==> config.mk <==
export PLATFORM = sky130hd
export DESIGN_NAME = conv_scheduler
export DESIGN_NICKNAME = d
export VERILOG_FILES = /design/src/rtl/conv_pkg.sv /design/src/rtl/conv_pos_counter.sv /design/src/rtl/conv_scheduler.sv
export SDC_FILE = /design/constraint.sdc
export NUM_CORES = 1
export LEC_CHECK = 0
export CORE_ASPECT_RATIO = 1.2
export CORE_UTILIZATION = 40
export DETAILED_ROUTE_END_ITERATION = 8
export GPL_ROUTABILITY_DRIVEN = 0
export GPL_TIMING_DRIVEN = 1
export PLACE_DENSITY_LB_ADDON = 0.3
export REMOVE_ABC_BUFFERS = 1
export SLEW_MARGIN = 15
export SYNTH_ARGS = -nofsm -noshare
export SYNTH_HDL_FRONTEND = slang
export SYNTH_SLANG_ARGS = --single-unit
==> constraint.sdc <==
create_clock -name i_clk -period 3.9 [get_ports i_clk]
set_input_delay 0.585 -clock i_clk [delete_from_list [all_inputs] [get_ports i_clk]]
set_output_delay 0.585 -clock i_clk [all_outputs]
set_load 0.02 [all_outputs]
==> src/rtl/conv_pkg.sv <==
// Shared types and dimension constants for the 3x3 convolution engine and its frame scheduler.
package conv_pkg;

  typedef enum logic [2:0] {
    ST_IDLE  = 3'd0,
    ST_ISSUE = 3'd1,
    ST_WAIT  = 3'd2,
    ST_WRITE = 3'd3,
    ST_DONE  = 3'd4
  } state_t;

  localparam int IMG_W_DEF       = 8;
  localparam int IMG_H_DEF       = 8;
  localparam int KERNEL_SIZE_DEF = 3;
  localparam int DATA_WIDTH_DEF  = 8;

  // Number of valid window origins along one image axis.
  function automatic int out_dim(input int img, input int k);
    return img - k + 1;
  endfunction

  localparam int OUT_W_DEF = out_dim(IMG_W_DEF, KERNEL_SIZE_DEF);
  localparam int OUT_H_DEF = out_dim(IMG_H_DEF, KERNEL_SIZE_DEF);

endpackage

==> src/rtl/conv_pos_counter.sv <==
// Raster-order window-origin counter: column runs fastest, wraps into the next row.
module conv_pos_counter
  import conv_pkg::*;
#(
  parameter int OUT_W = OUT_W_DEF,
  parameter int OUT_H = OUT_H_DEF
) (
  input  logic       i_clk,
  input  logic       i_rst,
  input  logic       i_clear,
  input  logic       i_advance,
  output logic [3:0] o_row,
  output logic [3:0] o_col,
  output logic       o_last
);

  localparam logic [3:0] LAST_COL = 4'(OUT_W - 1);
  localparam logic [3:0] LAST_ROW = 4'(OUT_H - 1);

  logic [3:0] r_row;
  logic [3:0] r_col;

  // Row/column registers; the owner never advances past the last origin.
  always_ff @(posedge i_clk) begin
    if (i_rst) begin
      r_row <= 4'd0;
      r_col <= 4'd0;
    end else if (i_clear) begin
      r_row <= 4'd0;
      r_col <= 4'd0;
    end else if (i_advance) begin
      if (r_col == LAST_COL) begin
        r_col <= 4'd0;
        r_row <= r_row + 4'd1;
      end else begin
        r_col <= r_col + 4'd1;
      end
    end else begin
      r_row <= r_row;
      r_col <= r_col;
    end
  end

  assign o_row  = r_row;
  assign o_col  = r_col;
  assign o_last = (r_row == LAST_ROW) && (r_col == LAST_COL);

endmodule

==> src/rtl/conv_scheduler.sv <==
// Frame sequencer: issues one engine start per window origin, collects results into the
// output buffer, and guards each engine wait with a watchdog and an abort path.
module conv_scheduler
  import conv_pkg::*;
#(
  parameter int IMG_W          = IMG_W_DEF,
  parameter int IMG_H          = IMG_H_DEF,
  parameter int KERNEL_SIZE    = KERNEL_SIZE_DEF,
  parameter int DATA_WIDTH     = DATA_WIDTH_DEF,
  parameter int OUT_ADDR_WIDTH = 6,
  parameter int TIMEOUT        = 64
) (
  input  logic                      i_clk,
  input  logic                      i_rst,
  input  logic                      i_cmd_valid,
  output logic                      o_cmd_ready,
  input  logic                      i_abort,
  output logic                      o_conv_start,
  output logic [3:0]                o_win_row,
  output logic [3:0]                o_win_col,
  input  logic                      i_conv_done,
  input  logic [DATA_WIDTH-1:0]     i_conv_result,
  output logic                      o_wr_en,
  output logic [OUT_ADDR_WIDTH-1:0] o_wr_addr,
  output logic [DATA_WIDTH-1:0]     o_wr_data,
  output logic                      o_busy,
  output logic                      o_frame_done,
  output logic                      o_error
);

  localparam int OUT_W = out_dim(IMG_W, KERNEL_SIZE);
  localparam int OUT_H = out_dim(IMG_H, KERNEL_SIZE);
  localparam int CNT_W = $clog2(TIMEOUT + 1);
  localparam logic [CNT_W-1:0] WAIT_LAST = CNT_W'(TIMEOUT - 1);
  localparam logic [CNT_W-1:0] WAIT_MAX  = {CNT_W{1'b1}};

  state_t                    r_state;
  logic                      r_conv_start;
  logic                      r_wr_en;
  logic [OUT_ADDR_WIDTH-1:0] r_wr_addr;
  logic [DATA_WIDTH-1:0]     r_wr_data;
  logic                      r_frame_done;
  logic                      r_error;
  logic [CNT_W-1:0]          r_wait_cnt;

  logic       w_accept;
  logic       w_advance;
  logic       w_last;
  logic [3:0] w_row;
  logic [3:0] w_col;

  assign w_accept  = (r_state == ST_IDLE) && i_cmd_valid;
  assign w_advance = (r_state == ST_WRITE) && !i_abort && !w_last;

  conv_pos_counter #(
    .OUT_W (OUT_W),
    .OUT_H (OUT_H)
  ) u_pos (
    .i_clk     (i_clk),
    .i_rst     (i_rst),
    .i_clear   (w_accept),
    .i_advance (w_advance),
    .o_row     (w_row),
    .o_col     (w_col),
    .o_last    (w_last)
  );

  // Frame FSM; pulse outputs default low and are raised on the edge entering their state.
  always_ff @(posedge i_clk) begin
    if (i_rst) begin
      r_state      <= ST_IDLE;
      r_conv_start <= 1'b0;
      r_wr_en      <= 1'b0;
      r_wr_addr    <= '0;
      r_wr_data    <= '0;
      r_frame_done <= 1'b0;
      r_error      <= 1'b0;
      r_wait_cnt   <= '0;
    end else begin
      r_conv_start <= 1'b0;
      r_wr_en      <= 1'b0;
      r_frame_done <= 1'b0;
      if (i_abort && (r_state != ST_IDLE)) begin
        r_state <= ST_IDLE;
      end else begin
        case (r_state)
          ST_IDLE: begin
            if (i_cmd_valid) begin
              r_state      <= ST_ISSUE;
              r_conv_start <= 1'b1;
              r_wr_addr    <= '0;
              r_error      <= 1'b0;
            end else begin
              r_state <= ST_IDLE;
            end
          end
          ST_ISSUE: begin
            r_state    <= ST_WAIT;
            r_wait_cnt <= '0;
          end
          ST_WAIT: begin
            if (i_conv_done) begin
              r_wr_data <= i_conv_result;
              r_wr_en   <= 1'b1;
              r_state   <= ST_WRITE;
            end else if (r_wait_cnt == WAIT_LAST) begin
              r_error <= 1'b1;
              r_state <= ST_IDLE;
            end else if (r_wait_cnt != WAIT_MAX) begin
              r_wait_cnt <= r_wait_cnt + CNT_W'(1);
            end else begin
              r_wait_cnt <= r_wait_cnt;
            end
          end
          ST_WRITE: begin
            r_wr_addr <= r_wr_addr + OUT_ADDR_WIDTH'(1);
            if (w_last) begin
              r_state      <= ST_DONE;
              r_frame_done <= 1'b1;
            end else begin
              r_state      <= ST_ISSUE;
              r_conv_start <= 1'b1;
            end
          end
          ST_DONE: r_state <= ST_IDLE;
          default: r_state <= ST_IDLE;
        endcase
      end
    end
  end

  assign o_cmd_ready  = (r_state == ST_IDLE);
  assign o_busy       = (r_state != ST_IDLE);
  assign o_conv_start = r_conv_start;
  assign o_win_row    = w_row;
  assign o_win_col    = w_col;
  assign o_wr_en      = r_wr_en;
  assign o_wr_addr    = r_wr_addr;
  assign o_wr_data    = r_wr_data;
  assign o_frame_done = r_frame_done;
  assign o_error      = r_error;

endmodule
==> results list <==
* Number of cells produced by synthesis: 182
- Number of antenna violations at the first check in global routing: 0
- The clock tree synthesis step divided the H-tree into 2 levels.
* Share of synthesized area occupied by flip-flops and latches: 43.5%
- For the worst setup path, the data arrival time is 1.81 ns.
- The number of buffers and inverters on the critical path is 2.
- For this run, the slowest stage of the critical path takes 0.59 ns.
* Synth async-reset ratio: 0%
* Worst path required time: 3.31 ns
- TritonCTS clock tree: done
* Overflow left after global routing: 0
- Fraction of layout instances using a drive strength above 1: 6.73%
- Number of placed instances, taps included: 270
- Number of rows in the core area: 25
* Maximum capacitance violations: 0
- For this design the static power due to leakage is 0.000749 uW.
- For hold timing, the worst endpoint is r_wait_cnt[6].
- In the routed layout, each cell is associated on average with a via count of 5.19.
- Max FO, Critical Path: 14
- In the final routed layout, each cell accounts on average for 11.8 um.
- In the layout the commonest cells are clkdlybuf4s50_1, dfxtp_1, nor2_1.
* Vias in the first global route: 1267
- Counting flops with a built-in enable in the synthesized netlist gives 0.
- Launch instance of the worst min-delay path: r_wait_cnt[6]
- Port Buffer Count: 40
- Setup violations remaining at the end of the flow were counted as 0.
* Detail Route Antenna Nets: 0
* Number of top-level pins: 41
- Total vias in the final route: 1437
- Skew-Pair Late Insertion Delay: 0.29 ns
- The worst register-to-register path ends at u_pos.o_col[2].
- Synth-to-layout area growth: 31.6%
- The layout has 392 filler cells.
* Number of sinks driven by the clock tree: 36
- STA classifies the critical path startpoint as a flip-flop.
* Worst Tran Pin Value: 0.945 ns
- The floorplan step defined a die boundary enclosing 4400 sq um.
- Summed over all nets, the half-perimeter wirelength after detailed placement is 2360 um.
- Layout Skew: 0.00351 ns
- The smallest clock period supported by the final layout is computed as 2.39 ns.
- For this run, the post-layout net count is 240.
- Area occupied by multi-input gates: 888 sq um
* Crit end category: primary output
* Total iterations of the first detailed-routing run: 4
- In this run the tightest slew margin relative to its limit is 36.9%.
* Number of warnings printed during yosys synthesis: 0
- Worst hold path depth: 2
- Final-report hold violation count: 0
- For this design the ratio of total power to cell area is 328 nW/um^2.
- In this run the deepest clock path goes through 2 buffers.
- Total DRC errors in the routed layout: 0
* Largest delay share family, worst path: buffers and inverters
- The region available for standard cell placement spans 3940 sq um.
* R2r startpoint: r_state[0]
- In this run the cell area of the synthesized design comes to 1660 sq um.
* Area of all sequential standard cells: 721 sq um
- Die Height: 72.5 um
- IR analysis of the VDD net gives a maximum drop of 0.000188 V.
- Adding up every negative setup slack in the final design gives 0 ns.
- Chain of cells forming the critical path: or3_1, inv_1, clkdlybuf4s50_1
- For this run, the leading register cell type out of synthesis is dfxtp_1.
* Number of buffers inserted to repair setup after CTS: 0
* Max-slew violation total from the final report: 0
- The run finished with clean final reports.
- Pin count of the biggest net entering global routing: 21
- Most common cell after layout, fill and taps aside: clkdlybuf4s50_1
- Clock tree synthesis inserted a total of 5 buffers.
- Reg2reg path depth: 3
* CTS root buf: clkbuf_8
- Setup repair after global routing left no endpoint under its margin.
- Effective utilization at floorplan: 42.0%
- Min-delay worst type: reg2reg
- Count of routing violations after the opening detailed-route iteration: 47
- In this run, post-CTS repair resized a total of 0 instances.
* Highest attainable clock frequency: 418 MHz
* Antenna cell count: 0
* Post-CTS Hold Fix Bufs: 0
- Aggregate global-route resource usage: 17.1%
- Each instance of the synthesized netlist takes up on average 9.10 sq um.
- Clock-pin slew was measured on the worst setup and hold paths at 0.07 ns.
- Dividing the final minimum period by the clock period gives 61.3%.
- Global-route wire length before repair: 5590 um
- Leaving out filler cells and counting taps, the final layout contains 277.
- Setup slack of the most critical reg-to-reg path: 2.03 ns
* Total routed wirelength: 3270 um
- Netlist cell types: 45
- In this run, synthesis produced a sequential element count of 36.
* Kind of critical path: reg2out
- Die outline width: 60.7 um
- On the critical path, the stage with the largest delay is an instance of clkdlybuf4s50_1.
per-stage QoR:
stage / util (%) / area (sq um) / hold slack (ns) / power, uW / worst slack, ns
detailed placement: 53.4 / 2100 / 0.465 / 476 / 1.45
global placement: 53.4 / 2100 / 0.466 / 476 / 1.46
floorplan: - / 1630 / 0.434 / 435 / 2.03
global route: 55.3 / 2180 / 0.518 / 748 / 1.39
finish: 55.3 / 2180 / 0.480 / 715 / 1.51
CTS: 55.3 / 2180 / 0.479 / 724 / 1.49
state kept, by name, summed over array words and instances (netlist names):
signal / cells
o_wr_data: 8
r_wait_cnt: 7
o_wr_addr: 6
u_pos.o_col: 4
u_pos.o_row: 4
r_state: 3
o_conv_start: 1
o_error: 1
o_frame_done: 1
o_wr_en: 1
final cells by class:
class	instances	area share, %
Multi-Input combinational cell	134	40.7
Tap cell	54	3.10
Inverter	5	0.861
Sequential cell	36	33.0
Clock inverter	1	0.229
Clock buffer	6	3.33
Timing Repair Buffer	41	18.7
tightest hold or removal path: cells and delay by family (launching register included):
family,cells,cell delay (ns)
compound gates,1,0.04
flops,1,0.33
simple gates,1,0.07
metal layers:
| metal | up-vias | track usage (%) | wire length, um |
|---|---|---|---|
| met5 | - | 0 | 0 |
| met2 | 31 | 26.0 | 1600 |
| met1 | 671 | 21.6 | 1470 |
| met4 | 0 | 8.59 | 74 |
| met3 | 8 | 5.53 | 130 |
| li1 | 727 | - | - |
synthesized netlist by cell type, drive strengths merged, types with 2 or more instances:
cell type	n	area (sq um)
a211oi	4	30.0
buf	2	8.75
nand4	3	18.8
or4	2	18.8
nand3b	2	15.0
a21o	3	22.5
nor4	2	12.5
and3	2	12.5
nand3	6	30.0
xor2	3	26.3
nand2	14	52.6
clkbuf	5	20.0
nor3	7	46.3
nand2b	7	43.8
dfxtp	36	721
ha	4	50.1
o22a	4	35.0
o21ai	3	15.0
a21oi	6	33.8
xnor2	5	43.8
nor2b	2	12.5
inv	5	18.8
nor2	26	97.6
mux2i	12	120
nor3b	2	15.0
worst max-delay path by stage:
stage,slack (ns),endpoint,cells past startpoint,from
6_report,1.51,o_cmd_ready,3,r_state[0]
5_1_grt,1.39,o_cmd_ready,3,r_state[0]
4_1_cts,1.49,o_cmd_ready,3,r_state[0]
3_5_place_dp,1.45,o_error,4,i_abort
3_3_place_gp,1.46,o_error,4,i_abort
2_1_floorplan,2.03,o_wr_addr[5],4,i_cmd_valid
cells by family after synthesis:
kind of cell    after synthesis  synth area share (%)
buf+inv                      12                  2.87
mux                          12                  7.25
fa+ha+maj                     4                  3.02
xor+xnor                      8                  4.23
flops                        36                  43.5
compound gates               26                  11.0
simple gates                 84                  28.1
power breakdown:
group / switching [uW] / leakage [uW] / internal [uW] / total (uW)
Sequential: 8.81 / 0.000290 / 373 / 382
Clock: 127 / 0.0000410 / 121 / 248
Combinational: 43.5 / 0.000417 / 41.7 / 85.2
(Power assumes the default switching activity.)
